**config.mk**
```make
export PLATFORM = sky130hd
export DESIGN_NAME = pipeline_hazard_ctrl
export DESIGN_NICKNAME = d
export VERILOG_FILES = /design/src/rtl/pipeline_ctrl_pkg.sv /design/src/rtl/pipeline_hazard_ctrl_forward_unit.sv /design/src/rtl/pipeline_hazard_ctrl.sv
export SDC_FILE = /design/constraint.sdc
export NUM_CORES = 1
export LEC_CHECK = 0
export ABC_CLOCK_PERIOD_IN_PS = 2100
export CAP_MARGIN = 20
export CORE_MARGIN = 2
export CORE_UTILIZATION = 46
export CTS_CLUSTER_SIZE = 10
export DETAILED_ROUTE_END_ITERATION = 10
export HOLD_SLACK_MARGIN = 0.1
export PLACE_DENSITY = 0.92
export SYNTH_ARGS = -nofsm -noshare
export SYNTH_HDL_FRONTEND = slang
export SYNTH_SLANG_ARGS = --single-unit
```
**constraint.sdc**
```tcl
create_clock -name i_clk -period 2.1 [get_ports i_clk]
set_input_delay 0.42 -clock i_clk [delete_from_list [all_inputs] [get_ports i_clk]]
set_output_delay 0.42 -clock i_clk [all_outputs]
set_load 0.05 [all_outputs]
```
**src/rtl/pipeline_ctrl_pkg.sv**
```systemverilog
// Shared encodings for the pipeline hazard controller: FSM states and
// ALU operand forward-select codes.
package pipeline_ctrl_pkg;

    typedef enum logic [1:0] {
        ST_RUN        = 2'd0,
        ST_LOAD_STALL = 2'd1,
        ST_FLUSH      = 2'd2,
        ST_MEM_WAIT   = 2'd3
    } state_t;

    localparam logic [1:0] FWD_REG = 2'b00;
    localparam logic [1:0] FWD_WB  = 2'b01;
    localparam logic [1:0] FWD_MEM = 2'b10;

endpackage

```
**src/rtl/pipeline_hazard_ctrl_forward_unit.sv**
```systemverilog
// Operand forward select for one ALU source: the younger MEM result wins over
// WB, and x0 is never forwarded because it always reads as zero.
module forward_unit
    import pipeline_ctrl_pkg::*;
(
    input  logic [4:0] rs,
    input  logic [4:0] mem_rd,
    input  logic       mem_reg_write,
    input  logic [4:0] wb_rd,
    input  logic       wb_reg_write,
    output logic [1:0] fwd
);

    always_comb begin
        fwd = FWD_REG;
        if (mem_reg_write && (mem_rd != 5'd0) && (mem_rd == rs)) begin
            fwd = FWD_MEM;
        end else if (wb_reg_write && (wb_rd != 5'd0) && (wb_rd == rs)) begin
            fwd = FWD_WB;
        end
    end

endmodule

```
**src/rtl/pipeline_hazard_ctrl.sv**
```systemverilog
// Hazard controller for a 5-stage pipeline: memory-wait freeze, redirect
// flush, load-use stall, operand forwarding and performance counters.
//
// state       | meaning
// ------------+----------------------------------------------------------
// RUN         | no hazard seen last cycle
// LOAD_STALL  | last cycle stalled IF/ID for a load-use dependency
// FLUSH       | last cycle flushed IF/ID and ID/EX for an EX redirect
// MEM_WAIT    | pipeline frozen until the memory slave signals ready
module pipeline_hazard_ctrl
    import pipeline_ctrl_pkg::*;
#(
    parameter int CNT_WIDTH   = 16,
    parameter int MEM_TIMEOUT = 255
) (
    input  logic                 i_clk,
    input  logic                 i_rst,
    input  logic [4:0]           i_id_rs1,
    input  logic [4:0]           i_id_rs2,
    input  logic                 i_id_uses_rs1,
    input  logic                 i_id_uses_rs2,
    input  logic [4:0]           i_ex_rd,
    input  logic                 i_ex_reg_write,
    input  logic                 i_ex_mem_read,
    input  logic [4:0]           i_mem_rd,
    input  logic                 i_mem_reg_write,
    input  logic [4:0]           i_wb_rd,
    input  logic                 i_wb_reg_write,
    input  logic                 i_ex_redirect,
    input  logic                 i_mem_req,
    input  logic                 i_mem_ready,
    output logic                 o_pc_en,
    output logic                 o_if_id_en,
    output logic                 o_id_ex_en,
    output logic                 o_ex_mem_en,
    output logic                 o_if_id_clear,
    output logic                 o_id_ex_clear,
    output logic                 o_mem_wb_clear,
    output logic [1:0]           o_fwd_a,
    output logic [1:0]           o_fwd_b,
    output logic [1:0]           o_state,
    output logic [CNT_WIDTH-1:0] o_stall_cnt,
    output logic [CNT_WIDTH-1:0] o_flush_cnt,
    output logic                 o_mem_timeout
);

    localparam int WAIT_W = $clog2(MEM_TIMEOUT + 1);

    state_t               state_q;
    state_t               state_d;
    logic [CNT_WIDTH-1:0] stall_cnt_q;
    logic [CNT_WIDTH-1:0] flush_cnt_q;
    logic [WAIT_W-1:0]    wait_cnt_q;
    logic                 timeout_q;
    logic                 mem_wait;
    logic                 load_use;
    logic [1:0]           fwd_a;
    logic [1:0]           fwd_b;

    // Once in MEM_WAIT the freeze holds on ready alone, even if req drops.
    assign mem_wait = !i_mem_ready && (i_mem_req || (state_q == ST_MEM_WAIT));

    assign load_use = i_ex_mem_read && i_ex_reg_write && (i_ex_rd != 5'd0) &&
                      ((i_id_uses_rs1 && (i_id_rs1 == i_ex_rd)) ||
                       (i_id_uses_rs2 && (i_id_rs2 == i_ex_rd)));

    forward_unit u_fwd_a (
        .rs            (i_id_rs1),
        .mem_rd        (i_mem_rd),
        .mem_reg_write (i_mem_reg_write),
        .wb_rd         (i_wb_rd),
        .wb_reg_write  (i_wb_reg_write),
        .fwd           (fwd_a)
    );

    forward_unit u_fwd_b (
        .rs            (i_id_rs2),
        .mem_rd        (i_mem_rd),
        .mem_reg_write (i_mem_reg_write),
        .wb_rd         (i_wb_rd),
        .wb_reg_write  (i_wb_reg_write),
        .fwd           (fwd_b)
    );

    always_comb begin
        state_d        = ST_RUN;
        o_pc_en        = 1'b1;
        o_if_id_en     = 1'b1;
        o_id_ex_en     = 1'b1;
        o_ex_mem_en    = 1'b1;
        o_if_id_clear  = 1'b0;
        o_id_ex_clear  = 1'b0;
        o_mem_wb_clear = 1'b0;
        o_fwd_a        = fwd_a;
        o_fwd_b        = fwd_b;
        o_state        = state_q;

        if (mem_wait) begin
            state_d        = ST_MEM_WAIT;
            o_pc_en        = 1'b0;
            o_if_id_en     = 1'b0;
            o_id_ex_en     = 1'b0;
            o_ex_mem_en    = 1'b0;
            o_mem_wb_clear = 1'b1;
        end else if (i_ex_redirect) begin
            // A redirect squashes the dependent ID instruction, so no stall.
            state_d       = ST_FLUSH;
            o_if_id_clear = 1'b1;
            o_id_ex_clear = 1'b1;
        end else if (load_use) begin
            state_d       = ST_LOAD_STALL;
            o_pc_en       = 1'b0;
            o_if_id_en    = 1'b0;
            o_id_ex_clear = 1'b1;
        end

        if (i_rst) begin
            state_d        = ST_RUN;
            o_pc_en        = 1'b0;
            o_if_id_en     = 1'b0;
            o_id_ex_en     = 1'b0;
            o_ex_mem_en    = 1'b0;
            o_if_id_clear  = 1'b1;
            o_id_ex_clear  = 1'b1;
            o_mem_wb_clear = 1'b1;
            o_fwd_a        = FWD_REG;
            o_fwd_b        = FWD_REG;
            o_state        = ST_RUN;
        end
    end

    always_ff @(posedge i_clk) begin
        if (i_rst) begin
            state_q     <= ST_RUN;
            stall_cnt_q <= '0;
            flush_cnt_q <= '0;
            wait_cnt_q  <= '0;
            timeout_q   <= 1'b0;
        end else begin
            state_q <= state_d;
            if (!o_pc_en && (stall_cnt_q != '1)) begin
                stall_cnt_q <= stall_cnt_q + 1'b1;
            end
            if (o_if_id_clear && (flush_cnt_q != '1)) begin
                flush_cnt_q <= flush_cnt_q + 1'b1;
            end
            // Timeout is observation only; it never changes the freeze.
            if (mem_wait) begin
                if (wait_cnt_q != WAIT_W'(MEM_TIMEOUT)) begin
                    wait_cnt_q <= wait_cnt_q + 1'b1;
                end
                if (wait_cnt_q == WAIT_W'(MEM_TIMEOUT - 1)) begin
                    timeout_q <= 1'b1;
                end
            end else begin
                wait_cnt_q <= '0;
            end
        end
    end

    assign o_stall_cnt   = stall_cnt_q;
    assign o_flush_cnt   = flush_cnt_q;
    assign o_mem_timeout = timeout_q;

endmodule

```
==> summary.txt <==
Status
  • Status: complete, but fails checks
  • Failing checks: setup timing

Synth
  • Async S/R FF share, synth: 0
  • Register area share after synthesis: 0.342
  • Yosys top cell area share: 0.342
  • Yosys cell types: 46
  • Total number of yosys warnings: 0
  • Synth area leaders: dfxtp_1, xnor2_1, xor2_1
  • Top cell type by total area after synthesis: dfxtp_1
  • Syn_area_per_cell: between 8 and 9 sq um
  • Post-Syn Instances: 303
  • Post-Syn Area: 2510 sq um
  • Main synth FF type: dfxtp_1
  • Syn nets: 343
  • Seq cells post-synth: 43
  • Post-synth EDFFs: 0

STA
  • Hold Vio Cnt, Final: 0
  • Fin Hold WS: 0.470 ns
  • Setup WS post-layout: -0.168 ns
  • Slew @ Worst Pin: roughly 0.52 ns
  • Minimum clock period: 2.27 ns
  • Max-slew violations: 0
  • Final clock skew: 0.00378 ns
  • Rel. slew slack: 0.654
  • Final setup vio count: 7
  • Final worst path period share: 1.08
  • RSZ-0062 raised after global routing: true
  • Fmax achieved: around 0.44 GHz
  • Setup TNS: -0.456 ns

Routing
  • WL final: approximately 9000 um
  • Pre-antenna DRT Iters: 5
  • Antenna-violating nets left: 0
  • DRC: 0
  • 1st-iter DRT viols: 279
  • Routed vias/inst: 6.06
  • WL/cell: roughly 18 um
  • Vias after detailed routing: between 3000 and 4000

Setup path
  • Crit. End Element: primary output
  • Required @ worst endpoint: around 1.7 ns
  • Critical path's largest stage delay: around 0.46 ns
  • Startpoint types: input pin
  • Slowest stage cell on the critical path: or4_4
  • Worst Path Class, Setup: input pin to primary output
  • R2R depth: 7
  • Critical path peak fanout: 3
  • CP Cell Sequence: dlygate4sd2_1, o211ai_1, or4_4, nor4_4, buf_12
  • CP arrival: approximately 1.9 ns

Cells and area
  • Final net count: around 470
  • Fillers: a little over 300
  • Area growth, synth to finish: 61.2%
  • Commonest non-fill, non-tap cells in the layout: dfxtp_1, clkdlybuf4s50_1, buf_4, nor2_1, xnor2_1
  • Ant. Diodes: 0
  • Most common cell after layout, fill and taps aside: dfxtp_1
  • Final Util: 0.779
  • Share of cells above drive strength 1: 0.291

Clocking
  • Clock Pin Slew Worst Setup and Hold Paths: 0.08 ns
  • CTS Buffer Depth: 2
  • Root Driver: clkbuf_8
  • H-tree depth: 2
  • CTS tree: built
  • Sink Count: 43
  • Clk Latency, worst-skew pair: about 0.30 ns
  • Total CTS buffers: 5

Global route
  • First-pass GRT wire length: 14400 um
  • Vias in the first global route: approximately 3000
  • GR Overflow Total: 0
  • Total track usage: 0.297
  • Initial antenna violation count: 0
  • Largest net degree at the start of global routing: 37

Hold path
  • Hold Path Depth: 2
  • Worst hold path class: flop to flop

Floorplanning
  • Die ar.: slightly above 6000 sq um
  • Starting density of the core: 0.483
  • I/O pins: 82
  • Die width: a little under 80 um
  • Die height: just under 80 um
  • Cell row count: 26
  • Core area: approximately 5200 sq um

Power
  • Worst VDD drop: around 0.40 mV
  • Power Dens Cells: roughly 460 nW/um^2
  • Leak: roughly 0.0015 uW

Run
  • Max cap viols: 0

Place
  • Port Buf Inserts: 81
  • GPL Wtd Cong: 0.962
  • Post-DP HPWL: a little under 6000 um
==> cell families after synthesis <==
group                      count (synthesis)  synth area share
AOI/OAI and AO/OA                         56             0.151
adders and majority gates                  4            0.0199
xor gates and xnor gates                  46             0.160
buffers and inverters                     20            0.0393
and+or+nand+nor                          131             0.275
DFF                                       43             0.342
muxes                                      3            0.0124
==> power breakdown <==
part	total, uW	internal [uW]	switching, uW	leakage, uW
registers	842	827	15.0	0.000349
logic	488	220	268	0.00112
clock network	540	233	307	0.0000412
==> critical path: cells and delay by family <==
family                 cells  cell delay [ns]
AND/OR/NAND/NOR            2             0.80
buffers and inverters      2             0.46
AO/OA/AOI/OAI              1             0.17
==> routing by layer <==
| metal | track usage | wire length [um] | part of all wire |
|---|---|---|---|
| met3 | 0.0628 | 688 | 0.076 |
| met5 | 0 | 0 | 0 |
| met4 | 0.128 | 406 | 0.045 |
| met2 | 0.532 | 4570 | 0.51 |
| met1 | 0.338 | 3340 | 0.37 |
==> cell type report <==
| cell class | count | area (sq um) | share of cell area |
|---|---|---|---|
| multi-input cells | 240 | 1770 | 0.437 |
| repair buffers | 127 | 1210 | 0.300 |
| flip-flops and latches | 43 | 865 | 0.213 |
| well taps | 70 | 87.6 | 0.0216 |
| clock buffers | 6 | 72.6 | 0.0179 |
| inverters | 8 | 31.3 | 0.00772 |
| clock inverters | 2 | 12.5 | 0.00309 |
==> registers in the layout, indices dropped and copies added (netlist names) <==
register / flops
o_stall_cnt: 16
state_q: 2
o_flush_cnt: 16
wait_cnt_q: 8
o_mem_timeout: 1
==> timing repair <==
item	in CTS	in global routing
hold endpoints to repair	0	0
setup endpoints to repair	24	31
resized for setup	101	31
pin swaps	22	14
setup buffers	6	2
hold buffers	0	0
==> final timing paths <==
| path | from | slack [ns] | end |
|---|---|---|---|
| max | i_wb_rd[1] | -0.17 | o_fwd_b[0] |
| min reg2reg | o_mem_timeout | 0.47 | o_mem_timeout |
| max reg2reg | o_flush_cnt[7] | 0.12 | o_flush_cnt[1] |
| min | o_mem_timeout | 0.47 | o_mem_timeout |
==> per-stage QoR <==
step	setup WS (ns)	power (uW)	cells	instance area (sq um)
after floorplan	-0.476	1070	303	2580
after global placement	-0.470	1280	481	3790
after CTS	-0.246	1820	495	4020
final	-0.168	1870	496	4050
after global routing	-0.226	1920	496	4050
after detailed placement	-0.521	1300	481	3790
==> synthesized netlist by cell type, types with 6 or more instances <==
cell type  instances
a21oi_1           20
or4_1             10
or3_1              7
xor2_1            17
nand4_1           12
nor3_1            10
nand3_1           20
o21ai_0           12
and3_1             7
nor2_1            30
nand2_1           18
inv_1              7
dfxtp_1           43
xnor2_1           29
o31ai_1            6
Note: power is estimated with default switching activity, not from simulation.
